[src/rtl/twod_counter_digit_pkg.sv]
`default_nettype none
// +----------------------------------------------------------------------+
// | twod_counter_digit_pkg                                               |
// | Dual-rail encodings, phase type and rail helpers for the counter.    |
// | Rev 1.0                                                              |
// +----------------------------------------------------------------------+
package twod_counter_digit_pkg;

    localparam logic [1:0] NULL_V = 2'b00;
    localparam logic [1:0] D0     = 2'b01;
    localparam logic [1:0] D1     = 2'b10;

    typedef enum logic [0:0] {
        NULL_PH = 1'b0,
        DATA_PH = 1'b1
    } phase_t;

    function automatic logic is_data(input logic [1:0] rails);
        return (rails == D0) || (rails == D1);
    endfunction

    function automatic logic rail_val(input logic [1:0] rails);
        return rails[1];
    endfunction

endpackage
`default_nettype wire

[src/rtl/twod_counter_digit.sv]
`default_nettype none
// +----------------------------------------------------------------------+
// | twod_counter_digit                                                   |
// | One dual-rail digit of a four-phase ripple counter.                  |
// | Rev 1.0                                                              |
// +----------------------------------------------------------------------+
module twod_counter_digit
    import twod_counter_digit_pkg::*;
(
    input  logic       clk,
    input  logic       init,
    output logic [1:0] sum,
    input  logic       sumcomp,
    output logic [1:0] carryout,
    input  logic       carryoutcomp,
    input  logic [1:0] carryin,
    output logic       carryincomp
);

    phase_t     r_phase, w_phase_nxt;
    logic       r_d, w_d_nxt;
    logic [1:0] r_sum, w_sum_nxt;
    logic [1:0] r_co, w_co_nxt;
    logic       r_cic, w_cic_nxt;
    logic       w_c;

    assign w_c = rail_val(carryin);

    always_ff @(posedge clk or posedge init) begin
        if (init) begin
            r_phase <= NULL_PH;
            r_d     <= 1'b0;
            r_sum   <= NULL_V;
            r_co    <= NULL_V;
            r_cic   <= 1'b0;
        end else begin
            r_phase <= w_phase_nxt;
            r_d     <= w_d_nxt;
            r_sum   <= w_sum_nxt;
            r_co    <= w_co_nxt;
            r_cic   <= w_cic_nxt;
        end
    end

    always_comb begin
        w_phase_nxt = r_phase;
        w_d_nxt     = r_d;
        w_sum_nxt   = r_sum;
        w_co_nxt    = r_co;
        w_cic_nxt   = r_cic;
        case (r_phase)
            NULL_PH: begin
                // The digit updates only on this edge, so a held DATA input counts once.
                if (is_data(carryin) && !sumcomp && !carryoutcomp) begin
                    w_phase_nxt = DATA_PH;
                    w_d_nxt     = r_d ^ w_c;
                    w_sum_nxt   = (r_d ^ w_c) ? D1 : D0;
                    w_co_nxt    = (r_d & w_c) ? D1 : D0;
                    w_cic_nxt   = 1'b1;
                end
            end
            DATA_PH: begin
                if ((carryin == NULL_V) && sumcomp && carryoutcomp) begin
                    w_phase_nxt = NULL_PH;
                    w_sum_nxt   = NULL_V;
                    w_co_nxt    = NULL_V;
                    w_cic_nxt   = 1'b0;
                end
            end
            default: w_phase_nxt = NULL_PH;
        endcase
    end

    assign sum         = r_sum;
    assign carryout    = r_co;
    assign carryincomp = r_cic;

endmodule
`default_nettype wire

[config.mk]
export PLATFORM = sky130hd
export DESIGN_NAME = twod_counter_digit
export DESIGN_NICKNAME = d
export VERILOG_FILES = /design/src/rtl/twod_counter_digit_pkg.sv /design/src/rtl/twod_counter_digit.sv
export SDC_FILE = /design/constraint.sdc
export NUM_CORES = 1
export LEC_CHECK = 0
export ABC_AREA = 1
export CAP_MARGIN = 20
export CORE_AREA = 4 4 41 43
export CTS_CLUSTER_DIAMETER = 80
export DETAILED_ROUTE_END_ITERATION = 10
export DIE_AREA = 0 0 45 47
export SYNTH_ARGS = -nofsm -noshare
export SYNTH_HDL_FRONTEND = slang
export SYNTH_SLANG_ARGS = --single-unit
[constraint.sdc]
create_clock -name clk -period 1.2 [get_ports clk]
set_clock_uncertainty 0.2 [all_clocks]
set_input_delay 0.24 -clock clk [delete_from_list [all_inputs] [get_ports clk]]
set_output_delay 0.24 -clock clk [all_outputs]
set_load 0.02 [all_outputs]
==> results.cfg <==
[run_status]
status = finished with violations
violations = negative setup slack

[worst_setup_path]
required_ns = 0.76
timing.rr.end = sum[0]$_DFFE_PP0P_
rr_worst_depth = 3
arrival_ns = 0.79
critPathSlowestCell = dfrtp_1
cp-end-kind = output pin
worst-setup-path-type = register to output pin
cp_slowest_stage_delay_ns = 0.39
critPathBufInv = 1
r2r_slack_ns = 0.07
cp.depth = 1
critical_path.cell_chain = buf_6
crit_path_max_fanout = 2
crit_start = sum[1]$_DFFE_PP0P_
critPathTopFamily = flip-flops
rr_startpoint = r_d$_DFFE_PP0P_
cp-endpoint = sum[1]
cp-start-kind = register

[cts]
htreeDepth = 1
numCtsBuffers = 3
clock-sinks = 7
cts_tree = yes
clkTransAtPathRegs_ns = 0.05
clk_latency_ns = 0.26
clk_path_buf_depth = 2
cts_root_buf = clkbuf_4

[cells_and_area]
final_cell_area_um2 = 649
drive_above_1_share_pct = 57.8
mostFrequentLayoutCell = buf_4
instances_no_fill = 79
final_nets = 73
area_growth_pct = 98.1
layout_common_cells = buf_4, nand2_1, dfrtp_1, nand3_2, buf_6
register_area_um2 = 175
multi_input_area_um2 = 203
n_fill_cell = 134
insertedDiodeCount = 0

[yosys]
yosysWarnings = 0
ys_seq_elements = 7
synth_top_area_cell = dfrtp_1
synth_top_area_share_pct = 53.4
synthTopCellsByArea = dfrtp_1, nand2_1, nand3_1
synth_seq_area_share_pct = 53.4
postSynthAreaPerCell_um2 = 9.11
netlist_instances = 36
syn_nets = 44
synth_area_um2 = 328
yosysUniqueCellTypes = 9

[timing]
worst_pin_slew_ns = 0.266
setup_violations = 5
max_slew_margin_pct = 82.2
layout_setup_ws_ns = -0.0285
fin_crit_sh_pct = 102
rsz0062_at_grt = true
hold_viol = 0
min_period_ns = 1.23
timing.final.max_slew_violations = 0
max_freq_mhz = 814

[detailed_routing]
num_vias = 326
drcViolationCount = 0
wl_per_cell_um = 9.90
drt-total-wl_um = 782
via_per_inst = 4.13
postRouteAntennaNets = 0
dr.first_iter.drc_count = 4
drt-pass1-iter-count = 4

[power_and_ir_drop]
p_int_w = 0.000895
p_leak_nw = 0.342
p_sw_w = 0.000466
power_w = 0.00136
share_seq_of_total_power_pct = 31.3
vdd_drop_max_v = 0.000612
powerDensity_nw_per_um2 = 2100
power_frac_comb_pct = 52.2
clockPowerShare_pct = 16.5
switching_share_pct = 34.3

[global_route]
overflow = 0
first_global_vias = 272
grt_usage_pct = 8.19
grt_max_degree = 8
antenna_found_initial = 0
grt_first_pass_wirelength_um = 1140

[floorplan]
die_x_um = 45
ioPinCount = 11
die_area_um2 = 2120
die_h_um = 47
start_util_pct = 25.2
coreArea_um2 = 1300
rows = 13

[placement]
placed_cells = 70
place.gp.congestion = 0.691
placed_area_um2 = 569
dp_hpwl_um = 554
io_buffers = 10

[min_path]
hold_path.class = input pin to async pin

[job]
max-cap-violations = 0
-- how the worst min path moves through the flow --
stage	from	endpoint	slack, ns	cells after the start
floorplan	init	carryincomp$_DFFE_PP0P_	-0.16	1
global placement	carryincomp$_DFFE_PP0P_	carryincomp$_DFFE_PP0P_	0.26	2
detailed placement	carryincomp$_DFFE_PP0P_	carryincomp$_DFFE_PP0P_	0.26	2
CTS	init	sum[1]$_DFFE_PP0P_	0.03	2
global route	init	r_phase$_DFF_PP0_	0.04	2
finish	init	carryout[0]$_DFFE_PP0P_	0.01	2
-- per-stage QoR --
step           worst slack (ns)  setup TNS (ns)  util (%)  hold slack, ns
4_1_cts                 -0.0334          -0.120      45.7          0.0265
6_report                -0.0285         -0.0933      49.9          0.0109
5_1_grt                 -0.0448          -0.209      49.9          0.0374
3_5_place_dp             -0.669           -5.23      43.8           0.263
3_3_place_gp             -0.639           -5.05      43.8           0.256
2_1_floorplan          -0.00890         -0.0259         -          -0.157
-- metal layers --
layer | GRT usage, % | wire, um | share of wire, %
met5 | 0 | 0 | 0
met4 | 8.77 | 15 | 1.9
met3 | 3.45 | 61 | 7.8
met2 | 11.6 | 353 | 45
met1 | 8.82 | 353 | 45
-- worst reg2reg max path: cells and delay by family, from the launching register on --
kind / cells / cell delay, ns
and+or+nand+nor: 2 / 0.15
DFF: 1 / 0.40
adders and majority gates: 1 / 0.28
-- sequential cells by signal, summed over array words and instances (netlist names) --
register,count
carryout,2
r_d,1
carryincomp,1
r_phase,1
sum,2
-- timing repair --
item,CTS,global route
setup buffers,0,5
pin swaps,2,1
setup endpoints to repair,12,9
hold buffers,0,0
gates resized for setup,41,2
-- cell usage after synthesis, drive strengths merged --
master  count
dfrtp       7
ha          2
inv         4
nand2      11
nand3       7
nand3b      2
nand4       1
nor2        2
-- power by group through the flow --
stage | logic (W) | registers, W | clock network (W)
2_1_floorplan | 0.000174 | 0.000504 | 0
3_3_place_gp | 0.000582 | 0.000396 | 0
3_5_place_dp | 0.000592 | 0.000402 | 0
4_1_cts | 0.000603 | 0.000421 | 0.000228
5_1_grt | 0.000772 | 0.000436 | 0.000244
6_report | 0.000710 | 0.000426 | 0.000224
-- kinds of logic after synthesis --
logic type,share of synthesized area [%]
adder cells (fa/ha/maj),7.63
buffers and inverters,4.58
flip-flops,53.4
AND/OR/NAND/NOR,34.4
-- cell type report --
class                      instances  share of cell area [%]
multi-input combinational         25                    31.2
timing repair buffer              24                    30.6
sequential                         7                    27.0
inverter                           4                    4.24
clock buffer                       4                    4.05
tap                               15                    2.89
Note: power is estimated with default switching activity, not from simulation.
